## config.mk

```make
export PLATFORM = sky130hd
export DESIGN_NAME = pattern_101_tx_flat
export DESIGN_NICKNAME = d
export VERILOG_FILES = /design/src/rtl/pattern_101_tx_if.sv /design/src/rtl/pattern_101_tx.sv /design/src/flat_wrapper.sv
export SDC_FILE = /design/constraint.sdc
export NUM_CORES = 1
export LEC_CHECK = 0
export ABC_AREA = 1
export BUFFER_PORTS_ARGS = -buffer_cell sky130_fd_sc_hd__buf_4
export CORE_MARGIN = 8
export CORE_UTILIZATION = 56
export CTS_BUF_LIST = sky130_fd_sc_hd__clkbuf_16
export CTS_CLUSTER_SIZE = 25
export DETAILED_ROUTE_END_ITERATION = 7
export PLACE_DENSITY = 0.77
export SLEW_MARGIN = 5
export SYNTH_ARGS = -nofsm -noshare
export SYNTH_HDL_FRONTEND = slang
export SYNTH_SLANG_ARGS = --single-unit
export TNS_END_PERCENT = 10
```

## constraint.sdc

```tcl
create_clock -name clk -period 1.5 [get_ports clk]
set_input_delay 0.3 -clock clk [delete_from_list [all_inputs] [get_ports clk]]
set_output_delay 0.3 -clock clk [all_outputs]
set_load 0.02 [all_outputs]
```

## src/rtl/pattern_101_tx_if.sv

```systemverilog
// rtl/pattern_101_tx_if.sv - word-in / serial-out bus bundle for the 101-framed transmitter
interface pattern_101_tx_if #(
    parameter int DATA_W = 8
) ();
    logic              in_valid;
    logic              in_ready;
    logic [DATA_W-1:0] in_data;
    logic              tx_bit;
    logic              tx_active;
    logic              frame_done;

    // Word source and line observer
    modport master (
        output in_valid,
        output in_data,
        input  in_ready,
        input  tx_bit,
        input  tx_active,
        input  frame_done
    );

    // Transmitter side
    modport slave (
        input  in_valid,
        input  in_data,
        output in_ready,
        output tx_bit,
        output tx_active,
        output frame_done
    );
endinterface

```

## src/rtl/pattern_101_tx.sv

```systemverilog
// rtl/pattern_101_tx.sv - framed serial transmitter: 1-0-1 preamble, MSB-first payload, even parity, idle gap
module pattern_101_tx #(
    parameter int DATA_W     = 8,
    parameter int PARITY_EN  = 1,
    parameter int GAP_CYCLES = 2
) (
    input  logic            clk,
    input  logic            rst,
    pattern_101_tx_if.slave bus
);
    localparam int CW = $clog2(DATA_W + 1);
    localparam int GW = (GAP_CYCLES > 0) ? $clog2(GAP_CYCLES + 1) : 1;

    localparam logic [2:0] ST_IDLE = 3'd0;
    localparam logic [2:0] ST_PRE  = 3'd1;
    localparam logic [2:0] ST_DATA = 3'd2;
    localparam logic [2:0] ST_PAR  = 3'd3;
    localparam logic [2:0] ST_GAP  = 3'd4;

    // The state names the bit currently on the line; the _d values are what the
    // line carries in the next cycle, so every output is a plain register.
    logic [2:0]        state_q,      state_d;
    logic [1:0]        pre_cnt_q,    pre_cnt_d;
    logic [CW-1:0]     bit_cnt_q,    bit_cnt_d;
    logic [GW-1:0]     gap_cnt_q,    gap_cnt_d;
    logic [DATA_W-1:0] shreg_q,      shreg_d;
    logic              par_q,        par_d;
    logic              tx_bit_q,     tx_bit_d;
    logic              tx_active_q,  tx_active_d;
    logic              frame_done_q, frame_done_d;

    // Next-state and next-line-bit selection for the frame sequencer
    always_comb begin
        state_d      = state_q;
        pre_cnt_d    = pre_cnt_q;
        bit_cnt_d    = bit_cnt_q;
        gap_cnt_d    = gap_cnt_q;
        shreg_d      = shreg_q;
        par_d        = par_q;
        tx_bit_d     = 1'b0;
        tx_active_d  = 1'b0;
        frame_done_d = 1'b0;

        case (state_q)
            ST_IDLE: begin
                if (bus.in_valid) begin
                    shreg_d     = bus.in_data;
                    par_d       = ^bus.in_data;
                    state_d     = ST_PRE;
                    pre_cnt_d   = 2'd0;
                    tx_bit_d    = 1'b1;
                    tx_active_d = 1'b1;
                end
            end

            ST_PRE: begin
                tx_active_d = 1'b1;
                if (pre_cnt_q != 2'd2) begin
                    // Line shows 1 at count 0 and 0 at count 1; the following bit flips it.
                    pre_cnt_d = pre_cnt_q + 2'd1;
                    tx_bit_d  = (pre_cnt_q == 2'd1);
                end else begin
                    pre_cnt_d    = 2'd0;
                    bit_cnt_d    = '0;
                    state_d      = ST_DATA;
                    tx_bit_d     = shreg_q[DATA_W-1];
                    shreg_d      = shreg_q << 1;
                    frame_done_d = (DATA_W == 1) && (PARITY_EN == 0);
                end
            end

            ST_DATA: begin
                if (bit_cnt_q != CW'(DATA_W - 1)) begin
                    bit_cnt_d    = bit_cnt_q + CW'(1);
                    tx_active_d  = 1'b1;
                    tx_bit_d     = shreg_q[DATA_W-1];
                    shreg_d      = shreg_q << 1;
                    frame_done_d = (PARITY_EN == 0) && (bit_cnt_q == CW'(DATA_W - 2));
                end else begin
                    bit_cnt_d = '0;
                    if (PARITY_EN != 0) begin
                        state_d      = ST_PAR;
                        tx_bit_d     = par_q;
                        tx_active_d  = 1'b1;
                        frame_done_d = 1'b1;
                    end else begin
                        state_d   = (GAP_CYCLES > 0) ? ST_GAP : ST_IDLE;
                        gap_cnt_d = '0;
                    end
                end
            end

            ST_PAR: begin
                state_d   = (GAP_CYCLES > 0) ? ST_GAP : ST_IDLE;
                gap_cnt_d = '0;
            end

            ST_GAP: begin
                if (gap_cnt_q == GW'(GAP_CYCLES - 1)) begin
                    gap_cnt_d = '0;
                    state_d   = ST_IDLE;
                end else begin
                    gap_cnt_d = gap_cnt_q + GW'(1);
                end
            end

            default: begin
                state_d = ST_IDLE;
            end
        endcase
    end

    // State, counters, payload and line registers; reset aborts any frame in flight
    always_ff @(posedge clk) begin
        if (rst) begin
            state_q      <= ST_IDLE;
            pre_cnt_q    <= 2'd0;
            bit_cnt_q    <= '0;
            gap_cnt_q    <= '0;
            shreg_q      <= '0;
            par_q        <= 1'b0;
            tx_bit_q     <= 1'b0;
            tx_active_q  <= 1'b0;
            frame_done_q <= 1'b0;
        end else begin
            state_q      <= state_d;
            pre_cnt_q    <= pre_cnt_d;
            bit_cnt_q    <= bit_cnt_d;
            gap_cnt_q    <= gap_cnt_d;
            shreg_q      <= shreg_d;
            par_q        <= par_d;
            tx_bit_q     <= tx_bit_d;
            tx_active_q  <= tx_active_d;
            frame_done_q <= frame_done_d;
        end
    end

    assign bus.in_ready   = (state_q == ST_IDLE);
    assign bus.tx_bit     = tx_bit_q;
    assign bus.tx_active  = tx_active_q;
    assign bus.frame_done = frame_done_q;
endmodule

```

## src/flat_wrapper.sv

```systemverilog
// flat-port wrapper written by rule: the top's interface ports become plain ports
module pattern_101_tx_flat 
#(
    parameter int DATA_W     = 8,
    parameter int PARITY_EN  = 1,
    parameter int GAP_CYCLES = 2
)
  (clk, rst, bus_in_valid, bus_in_data, bus_in_ready, bus_tx_bit, bus_tx_active, bus_frame_done);
  pattern_101_tx_if #(.DATA_W(DATA_W)) bus_i ();
  input  logic clk;
  input  logic rst;
  input wire logic [$bits(bus_i.in_valid)-1:0] bus_in_valid;
  input wire logic [$bits(bus_i.in_data)-1:0] bus_in_data;
  output wire logic [$bits(bus_i.in_ready)-1:0] bus_in_ready;
  output wire logic [$bits(bus_i.tx_bit)-1:0] bus_tx_bit;
  output wire logic [$bits(bus_i.tx_active)-1:0] bus_tx_active;
  output wire logic [$bits(bus_i.frame_done)-1:0] bus_frame_done;
  assign bus_i.in_valid = bus_in_valid;
  assign bus_i.in_data = bus_in_data;
  assign bus_in_ready = bus_i.in_ready;
  assign bus_tx_bit = bus_i.tx_bit;
  assign bus_tx_active = bus_i.tx_active;
  assign bus_frame_done = bus_i.frame_done;
  pattern_101_tx #(.DATA_W(DATA_W), .PARITY_EN(PARITY_EN), .GAP_CYCLES(GAP_CYCLES)) u_core (.clk(clk), .rst(rst), .bus(bus_i));
endmodule
```

==> run metrics, run 1 <==
internal power=~1.2 mW; largest net degree at the start of global routing=14; Final min period=between 1 and 1.5 ns; IO buf count=14; CORE AREA=between 2000 and 2500 um^2; Clock Skews=0.001951 ns; root buffer cell=clkbuf_16; GR Util met3=under 10%; Psw=between 0.5 and 0.6 mW; Syn. warnings=0; Highest Clock Rate=around 0.7 GHz; synth cell count leaders=nand2_1 (80), nor2_1 (34), inv_1 (31); Top Family by Delay on Critical Path=simple AND/OR/NAND/NOR gates; cell area after synthesis=approximately 1300 um^2; CTS H-tree lvls=1; most used flip-flop cell after synthesis=dfxtp_1; area leader, netlist=dfxtp_1; clock share of power=32.7%; Hold Path Class=input pin to flop; cts bufs inserted=3; Tcrit/Tclk final=94.91%; crit path buf inv count=1; Post-Syn Instances=between 200 and 250; critical-path cell list=ha_1, nand2_2, nor2_4, nand2_2, nand2_2, nor2_4, buf_4, nand2_1, nand2_1, nor2_1; GPL Wtd Cong=0.8514; Max Cap Viol=0; initial antenna violation count=0; synthesis-to-layout area growth=21.03%; die area=between 4000 and 5000 um^2; synthesized area per cell=roughly 6 um^2; Startpoint Class=flop; first-pass GRT wire length=~4.8 mm; part of the power in registers=about two fifths; max-slew violations=0; Initial Util=between 50% and 60%; clk_lat worst skew=between 0.2 and 0.3 ns; CP endpoint kind=flop; library cells used by synthesis=22; slowest cell on the critical path=dfxtp_2; Pleak=0.8476 nW; final core utilization=a little over two thirds; Detailed Place HPWL=about 2.1 mm; CP max FO=5; Peak supply drop=just under 0.8 mV; final wirelength=2.764 mm; Wirelength per Cell=10.63 um; vias in the first global route=between 1000 and 1500; switch share=between 30% and 40%; hold-fix buffers at CTS=0; CTS Buffer Depth=2; Post-synth EDFFs=0; # diodes=0; total global routing overflow=0; CTS tree=done; outcome=completed; nets=roughly 250; Die Wd=63.46 um; Worst-path clk slew=~0.060 ns; # DRC=0; post-synthesis sequential area ratio=a little over a third; clock sinks=23; layout cell share with drive strength beyond 1=18.10%; pin slew with the least headroom to its limit=approximately 0.42 ns; row cnt=17; drt pass-1 iters=4; ys async rst share=0%; Fillers=between 200 and 250; pwr/cell area=around 1200 nW/um^2; met2 GRT Util=about a quarter; Synth top area share=between 30% and 40%; arrival time at the worst endpoint=1.58 ns; Final ANT Viol Nets=0; Setup violations, final=0; overall routing resource usage=approximately 14%; CP Class=flop to flop; Syn Nets=223; vias post-DR=roughly 1300; setup_tns=0 ns; met1 GRT Util=~17%; Power Total=1.765 mW; max_slew headroom=slightly above 70%; #FFs+latches synth=23; worst path required time=1.65 ns; Logic pwr share=26.6%; Worst path max stage delay=roughly 0.34 ns; I/O pins=15; via/cell ratio=4.977; Hold Vio Cnt, Final=0; drt first-iter violations=50; GR peak layer=met2; DIE HEIGHT=~63 um; most used cell, CP=nand2_2; count leader, synth=nand2_1; Synth area leaders=dfxtp_1 (37%), nand2_1 (24%), nor2_1 (10%)
repair_timing:
action                     in CTS  in global routing
buffers inserted                3                  0
pin swaps                       1                  0
setup endpoints to repair       8                  8
resized for setup               1                  7
flip-flops by register name (all words and copies together) (netlist names):
| name | cells |
|---|---|
| u_core.state_q | 3 |
| u_core.bus.frame_done | 1 |
| u_core.shreg_q | 8 |
| u_core.bit_cnt_q | 4 |
| u_core.par_q | 1 |
| u_core.bus.tx_active | 1 |
| u_core.gap_cnt_q | 2 |
| u_core.pre_cnt_q | 2 |
| u_core.bus.tx_bit | 1 |
worst paths after layout:
path / startpoint / to / slack [ns] / cells after the start
worst max-delay path: u_core.bit_cnt_q[1] / u_core.shreg_q[6] / 0.08 / 10
worst min-delay path: rst / u_core.bit_cnt_q[1] / 0.28 / 2
worst max register to register: u_core.bit_cnt_q[1] / u_core.shreg_q[6] / 0.08 / 10
worst min register to register: u_core.gap_cnt_q[1] / u_core.gap_cnt_q[1] / 0.44 / 2
worst register-to-register path, stage by stage (launching register included):
cell	delay (ns)
dfxtp_2	0.34
ha_1	0.20
nand2_2	0.12
nor2_4	0.05
nand2_2	0.09
nand2_2	0.07
nor2_4	0.14
buf_4	0.16
nand2_1	0.06
nand2_1	0.06
nor2_1	0.04
logic make-up after synthesis:
group	Yosys count	synth area share, %
and+or+nand+nor	133	43.15
buffers and inverters	37	11.61
DFF	23	36.51
xor gates and xnor gates	1	0.6946
AOI/OAI and AO/OA	16	7.044
adders and majority gates	1	0.9919
per-stage QoR:
stage               worst slack [ns]  std cells  hold slack [ns]  instance area (um^2)
finish                       0.07636        260           0.2774                  1526
global route               -0.009754        260           0.2863                  1526
CTS                          0.05635        260           0.2780                  1510
detailed placement          -0.03024        253           0.4288                  1405
global placement             0.08231        253           0.4161                  1405
floorplan                    0.07328        211           0.4087                  1261
cell usage in the layout, fill, tap and decap left out:
| master | Yosys | routed |
|---|---|---|
| a21oi_1 | 10 | 10 |
| buf_4 | 0 | 19 |
| buf_6 | 1 | 1 |
| clkbuf_16 | 0 | 3 |
| clkinv_2 | 0 | 1 |
| dfxtp_1 | 23 | 19 |
| dfxtp_2 | 0 | 4 |
| ha_1 | 1 | 1 |
| inv_1 | 31 | 31 |
| inv_2 | 3 | 3 |
| nand2_1 | 80 | 79 |
| nand2_2 | 4 | 5 |
| nand3_1 | 8 | 8 |
| nand3_2 | 1 | 1 |
| nand4_1 | 1 | 1 |
| nor2_1 | 34 | 33 |
| nor2_2 | 2 | 2 |
| nor2_4 | 1 | 2 |
| nor3_1 | 1 | 1 |
| o2111ai_1 | 1 | 1 |
| o211ai_1 | 1 | 1 |
| o21a_1 | 1 | 1 |
| o21ai_0 | 3 | 3 |
| or2_2 | 1 | 1 |
| xnor2_1 | 1 | 1 |
cell type report:
cell class / instances / area (um^2) / area share, %
Inverter: 34 / 127.6 / 8.361
Sequential cell: 23 / 465.4 / 30.49
Clock buffer: 3 / 75.07 / 4.918
Timing Repair Buffer: 20 / 153.9 / 10.08
Clock inverter: 1 / 5.005 / 0.3279
Multi-Input combinational cell: 151 / 664.4 / 43.52
Tap cell: 28 / 35.03 / 2.295
power by group through the flow:
stage          Clock, mW  Combinational, mW  Sequential, mW
3_3_place_gp           0              0.412           0.728
3_5_place_dp           0              0.431           0.729
4_1_cts            0.578              0.464           0.716
2_1_floorplan          0              0.315           0.730
5_1_grt            0.614              0.543           0.725
6_report           0.576              0.470           0.718
routing by layer:
metal	wire length [um]	vias up
met5	0	-
met3	114	6
met1	1230	585
li1	-	680
met4	56	0
met2	1363	23
Power figures use the tool's default switching activity.
==> inputs of run 2 (changes only) <==
MAX_ROUTING_LAYER = met4   (was not set)
==> run 2 against run 1 <==
  * Via count unchanged
  * Clock skew about the same
  * Wire length about the same
  * First-iteration DRC count decreased by 2.0%
  * Register-to-register slack about the same
  * Sequential share of layout area unchanged
  * Utilization unchanged
  * Final cell count unchanged
  * Worst hold slack unchanged
  * Critical path depth unchanged
  * Critical path type unchanged
==> run metrics, run 2 (synthesis gave the netlist of run 1 again) <==
Final min period=roughly 1.4 ns; Largest register FFs=8; Fillers=between 200 and 250; via/cell ratio=4.977; most common cell after layout, fill and taps aside=nand2_1; max-slew violations=0; cts bufs inserted=3; CP endpoint kind=flop; Wirelength per Cell=between 10 and 15 um; WHS Endpoint=u_core.bit_cnt_q[1]; worst path required time=about 1.7 ns; row cnt=17; Clock Skews=0.001852 ns; pin slew with the least headroom to its limit=between 0.4 and 0.5 ns; Die Wd=~63 um; root buffer cell=clkbuf_16; nets=approximately 250; CORE AREA=2170 um^2; Regs by FF count=u_core.shreg_q: 8 flops, u_core.bit_cnt_q: 4 flops, u_core.state_q: 3 flops; Startpoint Class=flop; r2r setup slk=~0.076 ns; switch share=between 30% and 40%; post-route insts no fill=260; Worst R2R Path Depth=10; die area=slightly above 4000 um^2; Power Total=around 1.8 mW; GPL Wtd Cong=around 0.86; pwr/cell area=~1200 nW/um^2; Min-Delay Path Depth=2; IO buf count=14; drt first-iter violations=approximately 50; max_slew headroom=between 70% and 80%; clock share of power=approximately 33%; layout cell share with drive strength beyond 1=between 10% and 20%; clock sinks=23; Logic pwr share=a little over a quarter; initial antenna violation count=0; CTS tree=done; Pleak=0.8476 nW; # placed instances=around 250; outcome=completed; hold-fix buffers at CTS=0; first-pass GRT wire length=a little under 5 mm; reg2reg end=u_core.shreg_q[6]; CP max FO=5; Max Cap Viol=0; Min Hold Slack=0.2774 ns; vias post-DR=~1300; hold wc startpoint=rst; drt pass-1 iters=4; CTS H-tree lvls=1; synthesis-to-layout area growth=21.03%; R2R Path Start=u_core.bit_cnt_q[1]; CTS Buffer Depth=2; Hold Path Class=input pin to flop; Hold Vio Cnt, Final=0; Worst-path clk slew=0.06 ns; clk_lat worst skew=about 0.25 ns; Setup violations, final=0; Psw=between 0.5 and 0.6 mW; commonest non-fill, non-tap cells in the layout=nand2_1 (79), nor2_1 (33), inv_1 (31), buf_4 (19), dfxtp_1 (19); vias in the first global route=1192; overall routing resource usage=14.84%; Detailed Place HPWL=2.104 mm; CP Class=flop to flop; # DRC=0; internal power=1.230 mW; # diodes=0; Final ANT Viol Nets=0; Tcrit/Tclk final=a little over nine tenths; Peak supply drop=just under 0.8 mV; Top reg by flops=u_core.shreg_q; DIE HEIGHT=roughly 63 um; Crit. Startpoint=u_core.bit_cnt_q[1]; I/O pins=15; arrival time at the worst endpoint=about 1.6 ns; largest net degree at the start of global routing=14; total global routing overflow=0; final wirelength=between 2 and 3 mm; part of the power in registers=40.7%; Initial Util=~58%; Highest Clock Rate=roughly 0.70 GHz
-- run 2: cell counts in the layout (fill, tap and decap cells not counted) --
Identical to the previous run, type by type.
-- run 2: repair_timing --
action                     4_1_cts  5_1_grt
gates resized for setup          1        7
gates cloned                     0        0
pin swaps                        1        0
buffers inserted                 3        0
setup endpoints to repair        8        8
-- run 2: cell type report --
cell class	instances	area (um^2)	share of cell area, %
flip-flops and latches	23	465.4	30.49
inverters	34	127.6	8.361
clock buffers	3	75.07	4.918
repair buffers	20	153.9	10.08
clock inverters	1	5.005	0.3279
multi-input cells	151	664.4	43.52
well taps	28	35.03	2.295
-- run 2: how the worst max path moves through the flow --
stage / endpoint / slack (ns)
2_1_floorplan: u_core.shreg_q[0] / 0.07
3_3_place_gp: u_core.shreg_q[3] / 0.08
3_5_place_dp: u_core.shreg_q[6] / -0.03
4_1_cts: u_core.shreg_q[3] / 0.06
5_1_grt: u_core.shreg_q[6] / -0.01
6_report: u_core.shreg_q[6] / 0.08
-- run 2: power by group through the flow --
stage               clock [mW]  combinational (mW)  sequential [mW]
floorplan                    0               0.315            0.730
global placement             0               0.412            0.728
detailed placement           0               0.431            0.729
CTS                      0.578               0.464            0.716
global route             0.614               0.543            0.725
finish                   0.577               0.470            0.718
-- run 2: metrics by stage --
stage	setup WS, ns	util [%]	setup TNS (ns)	area [um^2]
floorplan	0.07328	-	0	1261
global placement	0.08231	64.76	0	1405
detailed placement	-0.03024	64.76	-0.04119	1405
CTS	0.05635	69.61	0	1510
global route	-0.009754	70.36	-0.01245	1526
finish	0.07636	70.36	0	1526
-- run 2: metal layers --
| metal | track usage, % | wire, um |
|---|---|---|
| met5 | - | 0 |
| met4 | 6.128 | 56 |
| met3 | 3.357 | 106 |
| met2 | 24.59 | 1363 |
| met1 | 16.84 | 1239 |
-- run 2: critical path, stage by stage (launching register included) --
cell	delay [ns]
dfxtp_2	0.34
ha_1	0.20
nand2_2	0.12
nor2_4	0.05
nand2_2	0.08
nand2_2	0.07
nor2_4	0.13
buf_4	0.16
nand2_1	0.06
nand2_1	0.06
nor2_1	0.04
